File: config.mk
export PLATFORM = sky130hd
export DESIGN_NAME = mips_instr_encoder_flat
export DESIGN_NICKNAME = d
export VERILOG_FILES = /design/src/rtl/mips_instr_encoder_if.sv /design/src/rtl/mips_instr_encoder.sv /design/src/flat_wrapper.sv
export SDC_FILE = /design/constraint.sdc
export NUM_CORES = 1
export LEC_CHECK = 0
export ABC_AREA = 1
export CORE_MARGIN = 2
export CORE_UTILIZATION = 45
export CTS_CLUSTER_SIZE = 30
export DETAILED_ROUTE_END_ITERATION = 7
export PLACE_DENSITY = 0.7
export SYNTH_ARGS = -nofsm -noshare
export SYNTH_HDL_FRONTEND = slang
export SYNTH_SLANG_ARGS = --single-unit
File: constraint.sdc
create_clock -name clk -period 3.4 [get_ports clk]
set_clock_uncertainty 0.15 [all_clocks]
set_input_delay 0.68 -clock clk [delete_from_list [all_inputs] [get_ports clk]]
set_output_delay 0.68 -clock clk [all_outputs]
set_load 0.02 [all_outputs]
File: src/rtl/mips_instr_encoder_if.sv
// Handshake bundle between the op producer, the MIPS instruction encoder and
// the instruction-memory loader. The slave modport is the encoder's view.
interface mips_instr_encoder_if #(
   parameter int DEPTH = 4
);
   localparam int CW = $clog2(DEPTH + 1);

   // producer -> encoder
   logic          in_valid;
   logic          in_ready;
   logic [3:0]    in_op;
   logic [4:0]    in_rs;
   logic [4:0]    in_rt;
   logic [4:0]    in_rd;
   logic [15:0]   in_imm;
   logic [25:0]   in_target;

   // encoder -> loader
   logic          out_valid;
   logic          out_ready;
   logic [31:0]   out_instr;
   logic [31:0]   out_addr;

   // status
   logic [CW-1:0] count;
   logic          err_illegal;

   modport master (
      output in_valid, in_op, in_rs, in_rt, in_rd, in_imm, in_target, out_ready,
      input  in_ready, out_valid, out_instr, out_addr, count, err_illegal
   );

   modport slave (
      input  in_valid, in_op, in_rs, in_rt, in_rd, in_imm, in_target, out_ready,
      output in_ready, out_valid, out_instr, out_addr, count, err_illegal
   );
endinterface

File: src/rtl/mips_instr_encoder.sv
// MIPS instruction encoder: turns symbolic ops into 32-bit instruction words,
// buffers them in a small FIFO and streams {word, byte address} to the loader.
module mips_instr_encoder #(
   parameter int          DEPTH     = 4,
   parameter logic [31:0] BASE_ADDR = 32'h0000_0000
) (
   input  logic                       clk,
   input  logic                       rst,
   mips_instr_encoder_if.slave        bus
);
   localparam int AW = $clog2(DEPTH);
   localparam int CW = $clog2(DEPTH + 1);

   typedef enum logic [3:0] {
      OP_ADD  = 4'd0,
      OP_SUB  = 4'd1,
      OP_AND  = 4'd2,
      OP_OR   = 4'd3,
      OP_SLT  = 4'd4,
      OP_JR   = 4'd5,
      OP_ADDI = 4'd6,
      OP_LW   = 4'd7,
      OP_SW   = 4'd8,
      OP_BEQ  = 4'd9,
      OP_BNE  = 4'd10,
      OP_J    = 4'd11,
      OP_JAL  = 4'd12
   } op_e;

   logic [31:0]   mem [DEPTH];
   logic [AW-1:0] wr_ptr;
   logic [AW-1:0] rd_ptr;
   logic [CW-1:0] count_q;
   logic [31:0]   addr_q;
   logic          err_q;

   logic [31:0]   enc_word;
   logic          enc_legal;
   logic          accept;
   logic          push;
   logic          pop;

   // Combinational encoder: op enum plus fields -> 32-bit instruction word.
   always_comb begin
      // NOTE: every output of a combinational block gets a default first, so
      // no path leaves it unassigned and no latch is inferred.
      enc_word  = '0;
      enc_legal = 1'b1;
      case (bus.in_op)
         OP_ADD:  enc_word = {6'h00, bus.in_rs, bus.in_rt, bus.in_rd, 5'd0, 6'h20};
         OP_SUB:  enc_word = {6'h00, bus.in_rs, bus.in_rt, bus.in_rd, 5'd0, 6'h22};
         OP_AND:  enc_word = {6'h00, bus.in_rs, bus.in_rt, bus.in_rd, 5'd0, 6'h24};
         OP_OR:   enc_word = {6'h00, bus.in_rs, bus.in_rt, bus.in_rd, 5'd0, 6'h25};
         OP_SLT:  enc_word = {6'h00, bus.in_rs, bus.in_rt, bus.in_rd, 5'd0, 6'h2A};
         // JR carries only rs; whatever sits on rt/rd is dropped.
         OP_JR:   enc_word = {6'h00, bus.in_rs, 15'd0, 6'h08};
         OP_ADDI: enc_word = {6'h08, bus.in_rs, bus.in_rt, bus.in_imm};
         OP_LW:   enc_word = {6'h23, bus.in_rs, bus.in_rt, bus.in_imm};
         OP_SW:   enc_word = {6'h2B, bus.in_rs, bus.in_rt, bus.in_imm};
         OP_BEQ:  enc_word = {6'h04, bus.in_rs, bus.in_rt, bus.in_imm};
         OP_BNE:  enc_word = {6'h05, bus.in_rs, bus.in_rt, bus.in_imm};
         OP_J:    enc_word = {6'h02, bus.in_target};
         OP_JAL:  enc_word = {6'h03, bus.in_target};
         default: enc_legal = 1'b0;
      endcase
   end

   // Handshakes. No bypass when full: in_ready depends on occupancy only.
   assign bus.in_ready  = (count_q != CW'(DEPTH));
   assign bus.out_valid = (count_q != '0);
   assign accept        = bus.in_valid & bus.in_ready;
   assign push          = accept & enc_legal;
   assign pop           = bus.out_valid & bus.out_ready;

   // FIFO storage write at the tail.
   always_ff @(posedge clk) begin
      // NOTE: the storage array has no reset; out_instr is masked to zero while
      // empty, so stale contents are never observable.
      if (push) mem[wr_ptr] <= enc_word;
   end

   // Pointers, occupancy, output address and the illegal-op pulse.
   always_ff @(posedge clk or posedge rst) begin
      if (rst) begin
         wr_ptr  <= '0;
         rd_ptr  <= '0;
         count_q <= '0;
         addr_q  <= BASE_ADDR;
         err_q   <= 1'b0;
      end else begin
         // NOTE: state registers use non-blocking assignment so every flop
         // samples pre-edge values regardless of statement order.
         if (push) wr_ptr <= wr_ptr + 1'b1;
         if (pop) begin
            rd_ptr <= rd_ptr + 1'b1;
            addr_q <= addr_q + 32'd4;
         end
         case ({push, pop})
            2'b10:   count_q <= count_q + 1'b1;
            2'b01:   count_q <= count_q - 1'b1;
            default: count_q <= count_q;
         endcase
         err_q <= accept & ~enc_legal;
      end
   end

   assign bus.out_instr   = bus.out_valid ? mem[rd_ptr] : 32'h0;
   assign bus.out_addr    = addr_q;
   assign bus.count       = count_q;
   assign bus.err_illegal = err_q;

endmodule

File: src/flat_wrapper.sv
// flat-port wrapper written by rule: the top's interface ports become plain ports
module mips_instr_encoder_flat 
#(
   parameter int          DEPTH     = 4,
   parameter logic [31:0] BASE_ADDR = 32'h0000_0000
)
  (clk, rst, bus_in_valid, bus_in_op, bus_in_rs, bus_in_rt, bus_in_rd, bus_in_imm, bus_in_target, bus_out_ready, bus_in_ready, bus_out_valid, bus_out_instr, bus_out_addr, bus_count, bus_err_illegal);
  mips_instr_encoder_if #(.DEPTH(DEPTH)) bus_i ();
  input  logic clk;
  input  logic rst;
  input wire logic [$bits(bus_i.in_valid)-1:0] bus_in_valid;
  input wire logic [$bits(bus_i.in_op)-1:0] bus_in_op;
  input wire logic [$bits(bus_i.in_rs)-1:0] bus_in_rs;
  input wire logic [$bits(bus_i.in_rt)-1:0] bus_in_rt;
  input wire logic [$bits(bus_i.in_rd)-1:0] bus_in_rd;
  input wire logic [$bits(bus_i.in_imm)-1:0] bus_in_imm;
  input wire logic [$bits(bus_i.in_target)-1:0] bus_in_target;
  input wire logic [$bits(bus_i.out_ready)-1:0] bus_out_ready;
  output wire logic [$bits(bus_i.in_ready)-1:0] bus_in_ready;
  output wire logic [$bits(bus_i.out_valid)-1:0] bus_out_valid;
  output wire logic [$bits(bus_i.out_instr)-1:0] bus_out_instr;
  output wire logic [$bits(bus_i.out_addr)-1:0] bus_out_addr;
  output wire logic [$bits(bus_i.count)-1:0] bus_count;
  output wire logic [$bits(bus_i.err_illegal)-1:0] bus_err_illegal;
  assign bus_i.in_valid = bus_in_valid;
  assign bus_i.in_op = bus_in_op;
  assign bus_i.in_rs = bus_in_rs;
  assign bus_i.in_rt = bus_in_rt;
  assign bus_i.in_rd = bus_in_rd;
  assign bus_i.in_imm = bus_in_imm;
  assign bus_i.in_target = bus_in_target;
  assign bus_i.out_ready = bus_out_ready;
  assign bus_in_ready = bus_i.in_ready;
  assign bus_out_valid = bus_i.out_valid;
  assign bus_out_instr = bus_i.out_instr;
  assign bus_out_addr = bus_i.out_addr;
  assign bus_count = bus_i.count;
  assign bus_err_illegal = bus_i.err_illegal;
  mips_instr_encoder #(.DEPTH(DEPTH), .BASE_ADDR(BASE_ADDR)) u_core (.clk(clk), .rst(rst), .bus(bus_i));
endmodule
### Word-level counts from Yosys, hierarchy flattened

Memories as Yosys holds them, arrays and structs flattened.
Cells that the tools add are included.
Widths: inputs -> output; s select.

| word-level totals | value |
|---|---|
| memories kept | 1 |
| bits in registers | 40 |
| bits of input ports | 65 |
| bits in writable memories | 128 |

Memories:

| memory | depth | bits a word | read ports | clocked after Yosys merged registers in | write ports | line | RTL |
|---|---|---|---|---|---|---|---|
| u_core.mem | 4 | 32 | 1 | 0 | 1 | mips_instr_encoder.sv:30 | `logic [31:0] mem [DEPTH];` |

| cells by class | value |
|---|---|
| add/sub/neg operators | 5 |
| mux-type cells | 6 |
| bitwise logic cells | 5 |
| equality and inequality tests | 15 |
| reductions and logical operators | 4 |

Operators by type and width:

| kind | number |
|---|---|
| $pmux 32 s13 | 1 |
| $add 32x3->32 const B | 1 |
| $mux 32 | 1 |
| $eq 4x4->1 const B | 5 |
| $eq 4x3->1 const B | 4 |
| $reduce_or 13->1 | 1 |
| $eq 4x2->1 const B | 2 |
| $pmux 3 s2 | 1 |
| $add 2x1->2 const B | 2 |
| $and 1x1->1 | 4 |
| $eq 4x1->1 const B | 1 |
| $logic_not 4->1 | 1 |
| $add 3x1->3 const B | 1 |
| $mux 1 | 3 |
| $ne 3x3->1 const B | 1 |
| $reduce_bool 3->1 | 1 |
| $sub 3x1->3 const B | 1 |
| $eq 2x1->1 const B | 1 |
| $eq 2x2->1 const B | 1 |
| $reduce_bool 2->1 | 1 |
| $not 1->1 | 1 |

### Depth between registers and ports, before layout

Gate-level depths: netlist (run 1).

| logic depth | value |
|---|---|
| depth in word-level cells | 6 |
| depth in mapped cells | 10 |

### Least setup slack after synthesis (run 1)

OpenSTA, ideal clock, no wires.

| timing path | value |
|---|---|
| path kind | register to register |
| start | register u_core.count_q[0], in the netlist u_core.bus.count[0] |
| end | memory u_core.mem[0][0] (enable) |
| arrival | 2436 ps |
| required time | 2831 ps |
| library setup time | 419 ps |
| stages on the path, launching flop included | 6 |
| path slack | 395 ps |
| cell sequence | dfrtp_1 -> nor2_4 -> nand2_1 -> nand2_1 -> o21bai_4 -> nor2_1 |

| on the way | value |
|---|---|
| longest elaborated chain between the ends | 5 |

Ends and longest elaborated chain:

| element | line | RTL |
|---|---|---|
| start, declared | mips_instr_encoder.sv:33 | `logic [CW-1:0] count_q;` |
| start signal, assigned | mips_instr_encoder.sv:99 | `2'b10: count_q <= count_q + 1'b1;` |
| start signal, assigned | mips_instr_encoder.sv:100 | `2'b01: count_q <= count_q - 1'b1;` |
| start signal, assigned | mips_instr_encoder.sv:101 | `default: count_q <= count_q;` |
| $ne 3x3->1 | mips_instr_encoder.sv:69 | `assign bus.in_ready = (count_q != CW'(DEPTH));` |
| via bus_in_ready | flat_wrapper.sv:19 | `output wire logic [$bits(bus_i.in_ready)-1:0] bus_in_ready;` |
| $and 1x1->1 | mips_instr_encoder.sv:71 | `assign accept = bus.in_valid & bus.in_ready;` |
| $and 1x1->1 | mips_instr_encoder.sv:72 | `assign push = accept & enc_legal;` |
| $mux 1 | mips_instr_encoder.sv:79 | `if (push) mem[wr_ptr] <= enc_word;` |
| $mux 1 (not written as such) | mips_instr_encoder.sv:79 |  |
| end, declared | mips_instr_encoder.sv:30 |  |

The timed path passes the listed nets, and every way through them passes these cells.

### Worst setup path in the final report (run 1)

| timing path | value |
|---|---|
| start | register u_core.rd_ptr[0] |
| end | output port bus_out_instr[28] |

| on the way | value |
|---|---|
| longest elaborated chain between the ends | 2 |

Ends and longest elaborated chain:

| element | line | RTL |
|---|---|---|
| start, declared | mips_instr_encoder.sv:32 | `logic [AW-1:0] rd_ptr;` |
| start signal, assigned | mips_instr_encoder.sv:95 | `rd_ptr <= rd_ptr + 1'b1;` |
| $mem_v2 4x32 | -- |  |
| $mux 32 | mips_instr_encoder.sv:107 | `assign bus.out_instr = bus.out_valid ? mem[rd_ptr] : 32'h0;` |
| end, declared | flat_wrapper.sv:21 | `output wire logic [$bits(bus_i.out_instr)-1:0] bus_out_instr;` |

Every way passes these cells.

==> results.json, run 1 <==
{
  "run_status": "completed",
  "critPathRequiredTime_ns": 2.57,
  "die_x_um": 134,
  "power.leakage_uw": 0.00387,
  "die_area_um2": 17800,
  "antenna_violations_before_repair": 0,
  "reg2reg_from": "u_core.bus.count[0]$_DFFE_PP0P_",
  "hold_buffers": 0,
  "cap_viol_max_count": 0,
  "post_synthesis_register_bit_count": 162,
  "synth_top_area_cells": "sky130_fd_sc_hd__edfxtp_1, sky130_fd_sc_hd__dfrtp_1, sky130_fd_sc_hd__nor2_1",
  "syn-mean-instance-area_um2": 9.79,
  "post-dp-hpwl_um": 11900,
  "report.final.setup_viol": 0,
  "gr-total-overflow": 0,
  "synth_edf_count": 124,
  "clk-insertion-delay-late_ns": 0.42,
  "synth.top_cell.area_share_pct": 49.3,
  "layout-drive-gt1-share_pct": 9.39,
  "worst_hold_path_type": "reg2reg",
  "route.detailed.vias_per_inst": 5.06,
  "cts_tree": "done",
  "clock_tree.buffer_depth": 2,
  "timing.reg2reg.worst_path_depth": 10,
  "finalCoreUtilization_pct": 60.0,
  "timing.critical_path.arrival_ns": 2.40,
  "post_synth_inst_count": 771,
  "timing.final.crit_share_pct": 94.9,
  "worstHoldStart": "u_core.bus.out_addr[8]$_DFFE_PP0P_",
  "synthDistinctLibCells": 34,
  "final.min_clock_period_ns": 3.23,
  "drt_wl_total_um": 17800,
  "crit_start": "u_core.rd_ptr[0]$_DFFE_PP0P_",
  "numCtsBuffers": 17,
  "path_max_fanout": 51,
  "clockRootBuffer": "sky130_fd_sc_hd__clkbuf_16",
  "floorplan.die.height_um": 134,
  "cts.htree.levels": 4,
  "cts.sinks": 162,
  "design.final.nets": 986,
  "place.gp.congestion": 0.866,
  "fp.coreArea_um2": 16500,
  "max_freq_mhz": 310,
  "vdd.ir_drop.worst_v": 0.000483,
  "dp_cells": 1114,
  "synthTopCellsByCount": "sky130_fd_sc_hd__nor2_1, sky130_fd_sc_hd__nand2_1, sky130_fd_sc_hd__edfxtp_1, sky130_fd_sc_hd__o21ai_0, sky130_fd_sc_hd__inv_1",
  "synth.yosys.seq_area_share_pct": 61.9,
  "drt_iter0_drc": 336,
  "synthesis.area_um2": 7550,
  "boundaryPins": 135,
  "grt_start_max_net_pins": 52,
  "synthMostInstantiatedCell": "sky130_fd_sc_hd__nor2_1",
  "route.detailed.drc": 0,
  "stdcell_count": 1147,
  "total_routing_resource_utilization_after_global_routing_pct": 20.7,
  "worstSetupEndpointType": "output pin",
  "pwr_density_cell_nw_per_um2": 796,
  "post-synth-top-area-cell": "sky130_fd_sc_hd__edfxtp_1",
  "initial_cell_density_of_the_core_pct": 45.8,
  "detail-route-antenna-nets": 0,
  "start_kind": "register",
  "ys_async_sr_fraction_pct": 23.5,
  "setup.worst_path.class": "reg2out",
  "final.hold.worst_slack_ns": 0.354,
  "row_count": 47,
  "design_power_total_uw": 7860,
  "worstMarginPinSlew_ns": 0.491,
  "final_max_slew_viol_count": 0,
  "synth_ff_type": "sky130_fd_sc_hd__edfxtp_1",
  "holdPathStages": 1,
  "timing.setup.tns_ns": 0,
  "cts.clk_slew.worst_paths_ns": 0.07,
  "post_drt_wl_per_cell_um": 15.5,
  "timing.slew.headroom_pct": 66.9,
  "report.final.hold_viol_count": 0,
  "portBuffers": 131,
  "wire_length_of_the_first_global_routing_pass_um": 28400,
  "route.vias.total": 5802,
  "ys.warnings.count": 0,
  "rsz0062_at_grt": "no",
  "num_antenna_cells": 0,
  "first_global_vias": 5636,
  "pre_repair_dr_iteration_count": 5,
  "areaGrowthSynthToFinish_pct": 30.9
}
cells in the final DEF (no fill, tap or decap), drive strengths merged, types with 3 or more instances in the layout:
cell / instances
buf: 22
a21oi: 36
xor2: 11
clkdlybuf4s50: 131
edfxtp: 124
clkinvlp: 3
o21ai: 81
dfrtp: 38
clkbuf: 17
nand4: 15
conb: 3
xnor2: 8
nand2: 143
nor2: 177
inv: 71
nand3: 28
ha: 6
path summary, 6_finish.rpt:
kind,to,slack (ns)
setup / recovery,bus_out_instr[28],0.17
hold / removal,u_core.bus.out_addr[8]$_DFFE_PP0P_,0.35
setup reg to reg,u_core.bus.count[2]$_DFFE_PP0P_,1.12
hold reg to reg,u_core.bus.out_addr[8]$_DFFE_PP0P_,0.35
max in group asynchronous,u_core.rd_ptr[0]$_DFFE_PP0P_,2.21
min in group asynchronous,u_core.bus.err_illegal$_DFF_PP0_,0.52
area by class of cell:
cell class / count / area [µm²]
Timing Repair Buffer: 153 / 1560
Fill cell: 1413 / 6590
Multi-Input combinational cell: 517 / 2520
Sequential cell: 162 / 4680
Clock inverter: 15 / 189
Inverter: 63 / 240
Clock buffer: 17 / 425
Tap cell: 220 / 275
stage by stage:
step	setup slack [ns]	area, µm²
4_1_cts	0.0620	9850
3_5_place_dp	0.368	9240
5_1_grt	0.0287	9880
2_1_floorplan	0.395	7550
3_3_place_gp	0.408	9240
6_report	0.173	9880
state kept, by name, summed over array words and instances (netlist names):
signal,count
u_core.bus.out_addr,30
u_core.bus.err_illegal,1
u_core.wr_ptr,2
u_core.mem,124
u_core.bus.count,3
u_core.rd_ptr,2
routing by layer:
layer	vias to the layer above	part of all wire, %	track usage, %
met5	-	0	0
met4	0	1.5	7.74
met3	21	5.6	4.83
met2	158	50	35.1
met1	2768	42	26.0
li1	2855	-	-
report_power, final:
part	total (µW)	internal, µW	switching [µW]
clock network	1960	1120	838
registers	2690	2520	169
logic	3220	1320	1900
total	7860	4960	2910
worst max-delay path, stage by stage (launching register included):
cell	delay [ns]
sky130_fd_sc_hd__dfrtp_2	0.54
sky130_fd_sc_hd__buf_12	0.30
sky130_fd_sc_hd__nor2_1	0.08
sky130_fd_sc_hd__nor2_1	0.10
sky130_fd_sc_hd__o21ai_0	0.10
sky130_fd_sc_hd__a21oi_1	0.22
sky130_fd_sc_hd__clkdlybuf4s50_1	0.64
what timing repair did:
action                     CTS  global route
setup buffers                0             1
resized for setup            0             2
setup endpoints to repair    0             5
kinds of logic after synthesis:
logic type	count (synthesis)	share of synthesized area (%)
AND/OR/NAND/NOR	368	20.7
flip-flops	162	61.9
AO/OA/AOI/OAI	120	8.60
buffers and inverters	94	5.22
XOR/XNOR	19	2.20
adder cells (fa/ha/maj)	7	1.26
other	1	0.0497
Power figures use the tool's default switching activity.
==> inputs of run 2 (changes only) <==
- ABC_AREA: 1 -> default
- GPL_TIMING_DRIVEN: default -> 0
==> run 2 against run 1 <==
Effect of this change: die area decreased by 0.67%; via count decreased by 16%; worst setup slack got worse by 0.048 ns; combinational power decreased by 15%; cell count decreased by 22%; global-route usage decreased by 1.8 points; critical path depth decreased by 1; routed wire length decreased by 9.4%; sequential share of layout area increased by 0.40 points; cell area decreased by 0.87%; largest cell class unchanged.
==> results.json, run 2 <==
{
  "run_status": "completed",
  "clk-insertion-delay-late_ns": 0.42,
  "critPathRequiredTime_ns": 2.57,
  "power.leakage_uw": 0.00365,
  "place.gp.congestion": 0.843,
  "synth.yosys.seq_area_share_pct": 62.4,
  "placed_cell_area_um2": 9110,
  "layout_common_cells": "sky130_fd_sc_hd__clkdlybuf4s50_1, sky130_fd_sc_hd__edfxtp_1, sky130_fd_sc_hd__nor2b_1",
  "final_max_slew_viol_count": 0,
  "timing.critical_path.arrival_ns": 2.44,
  "clockRootBuffer": "sky130_fd_sc_hd__clkbuf_16",
  "hold_buffers": 0,
  "pre_repair_dr_iteration_count": 4,
  "die_area_um2": 17700,
  "grt_start_max_net_pins": 32,
  "detail-route-antenna-nets": 0,
  "route.vias.total": 4857,
  "drt_iter0_drc": 263,
  "route.detailed.vias_per_inst": 5.43,
  "cts.clk_slew.worst_paths_ns": 0.06,
  "synthMuxAreaShare_pct": 9.87,
  "final.min_clock_period_ns": 3.27,
  "timing.final.crit_share_pct": 96.3,
  "max_freq_mhz": 305,
  "synth_ff_type": "sky130_fd_sc_hd__edfxtp_1",
  "post_synthesis_register_bit_count": 162,
  "synthTopCellsByCount": "sky130_fd_sc_hd__edfxtp_1, sky130_fd_sc_hd__nor2b_1, sky130_fd_sc_hd__dfrtp_1, sky130_fd_sc_hd__mux4_2, sky130_fd_sc_hd__xnor2_1",
  "rsz0062_at_grt": "no",
  "cp_num_buf_inv": 3,
  "largest_register_ffs": 124,
  "synthMostInstantiatedCell": "sky130_fd_sc_hd__edfxtp_1",
  "first_global_vias": 5008,
  "cpMaxStageDelayCell": "sky130_fd_sc_hd__clkdlybuf4s50_1",
  "stdcell_count": 894,
  "cap_viol_max_count": 0,
  "report.final.setup_viol": 0,
  "synthDistinctLibCells": 54,
  "synthesis.area_um2": 7490,
  "gr-total-overflow": 0,
  "setup_ws_ns": 0.126,
  "synth.top_cell.area_share_pct": 49.7,
  "fillers": 1232,
  "post_synth_inst_count": 510,
  "synth_compound_area_share_pct": 7.71,
  "worst_path_dominant_cell_family": "buffers and inverters",
  "pre_cts_slack_ns": -0.0732,
  "areaGrowthSynthToFinish_pct": 30.6,
  "die_x_um": 133,
  "total_routing_resource_utilization_after_global_routing_pct": 18.9,
  "dominant_combinational_cell_family_by_area_after_synthesis": "simple AND/OR/NAND/NOR gates",
  "setup.worst_path.class": "reg2out",
  "num_antenna_cells": 0,
  "syn-mean-instance-area_um2": 14.7,
  "timing.critical_path.cells": "buf_2 > buf_4 > mux4_2 > nor2b_1 > clkdlybuf4s50_1",
  "boundaryPins": 135,
  "stage_delay_of_the_slowest_cell_on_the_critical_path_ns": 0.55,
  "path_max_fanout": 10,
  "floorplan.die.height_um": 133,
  "synth_top_area_cells": "sky130_fd_sc_hd__edfxtp_1, sky130_fd_sc_hd__dfrtp_1, sky130_fd_sc_hd__mux4_2",
  "register_with_the_most_flip_flops": "u_core.mem",
  "design.final.nets": 734,
  "cts.htree.levels": 4,
  "synth_edf_count": 124,
  "cts_tree": "done",
  "start_kind": "register",
  "worst_hold_path_type": "reg2reg",
  "layout-drive-gt1-share_pct": 15.7,
  "vdd.ir_drop.worst_v": 0.000471,
  "route.detailed.drc": 0,
  "fp.coreArea_um2": 16400,
  "worstSetupEndpointType": "output pin",
  "pwr_density_cell_nw_per_um2": 771,
  "timing.slew.headroom_pct": 41.3,
  "row_count": 47,
  "final_common_cell": "sky130_fd_sc_hd__clkdlybuf4s50_1",
  "cts.sinks": 162,
  "numCtsBuffers": 17,
  "finish.instance_area_um2": 9790,
  "synthAdderAreaFrac_pct": 1.27,
  "dp_cells": 863,
  "timing.setup.tns_ns": 0,
  "design_power_total_uw": 7550,
  "synthXorXnorAreaFrac_pct": 4.21,
  "post-synth-top-area-cell": "sky130_fd_sc_hd__edfxtp_1",
  "initial_cell_density_of_the_core_pct": 45.7,
  "report.final.hold_viol_count": 0,
  "worstMarginPinSlew_ns": 0.881,
  "wire_length_of_the_first_global_routing_pass_um": 25800,
  "antenna_violations_before_repair": 0,
  "post_drt_wl_per_cell_um": 18.0,
  "ys_async_sr_fraction_pct": 23.5,
  "synth_simple_gate_area_share_pct": 11.2,
  "clock_tree.buffer_depth": 2,
  "drt_wl_total_um": 16100,
  "post-dp-hpwl_um": 11000,
  "ys.warnings.count": 0,
  "portBuffers": 130
}
[run 2: changes by cell type after synthesis, sizes merged, moves of 17 or more]
| cell | previous run | this run |
|---|---|---|
| nand2 | 143 | 19 |
| o21ai | 81 | 10 |
| nor2 | 177 | 14 |
| a32oi | 0 | 17 |
| mux4 | 0 | 31 |
| nor2b | 0 | 40 |
| inv | 63 | 20 |
| a21oi | 36 | 8 |
[run 2: worst paths after layout]
path	from	end	slack (ns)	cells past startpoint
worst max-delay path	u_core.rd_ptr[0]$_DFFE_PP0P_	bus_out_instr[5]	0.13	5
worst min-delay path	u_core.bus.out_addr[31]$_DFFE_PP0P_	u_core.bus.out_addr[31]$_DFFE_PP0P_	0.34	1
worst max register to register	u_core.bus.count[0]$_DFFE_PP0P_	u_core.bus.count[2]$_DFFE_PP0P_	0.99	10
worst min register to register	u_core.bus.out_addr[31]$_DFFE_PP0P_	u_core.bus.out_addr[31]$_DFFE_PP0P_	0.34	1
max in group asynchronous	rst	u_core.bus.out_addr[6]$_DFFE_PP0P_	2.08	3
min in group asynchronous	rst	u_core.bus.out_addr[28]$_DFFE_PP0P_	0.49	2
[run 2: worst reg2reg max path, delay by kind of cell (launching register included)]
family	cells	cell delay (ns)
and+or+nand+nor	4	0.77
buffers and inverters	2	0.12
adders and majority gates	2	0.53
xor gates and xnor gates	2	0.31
DFF	1	0.47
[run 2: cell type report]
type	instances	area, µm²	area share (%)
sequential	162	4670	47.7
multi-input combinational	297	2590	26.4
timing repair buffer	131	1330	13.6
clock buffer	18	429	4.38
tap	220	275	2.81
clock inverter	13	235	2.40
buffer	33	183	1.87
inverter	20	77.6	0.792
[run 2: repair_timing]
item | in CTS | in global routing
hold endpoints to repair | 0 | 0
setup endpoints to repair | 30 | 12
setup buffers | 0 | 0
gates resized for setup | 4 | 5
[run 2: cells by family (layout without fill, tap and decap cells)]
kind of cell | after synthesis | in the layout
AOI/OAI and AO/OA | 73 | 73
buffers and inverters | 53 | 215
DFF | 162 | 162
other | 1 | 3
and+or+nand+nor | 143 | 143
xor gates and xnor gates | 36 | 36
adders and majority gates | 7 | 7
muxes | 35 | 35
[run 2: metrics by stage]
stage	utilization, %	hold WS (ns)
floorplan	-	0.384
global placement	55.3	0.310
detailed placement	55.5	0.331
CTS	59.6	0.342
global route	59.7	0.348
finish	59.7	0.339
[run 2: metal layers]
layer / track usage, % / up-vias / routed length [µm]
met5: 0 / - / 0
met4: 5.73 / 0 / 215
met3: 4.83 / 16 / 861
met2: 32.6 / 143 / 8350
met1: 23.7 / 2440 / 6710
li1: - / 2258 / -
[run 2: power breakdown]
part / total, µW / switching [µW] / internal, µW / leakage (µW)
clock network: 2130 / 756 / 1380 / 0.000316
logic: 2740 / 1400 / 1350 / 0.00169
registers: 2680 / 156 / 2520 / 0.00165
total: 7550 / 2310 / 5240 / 0.00365
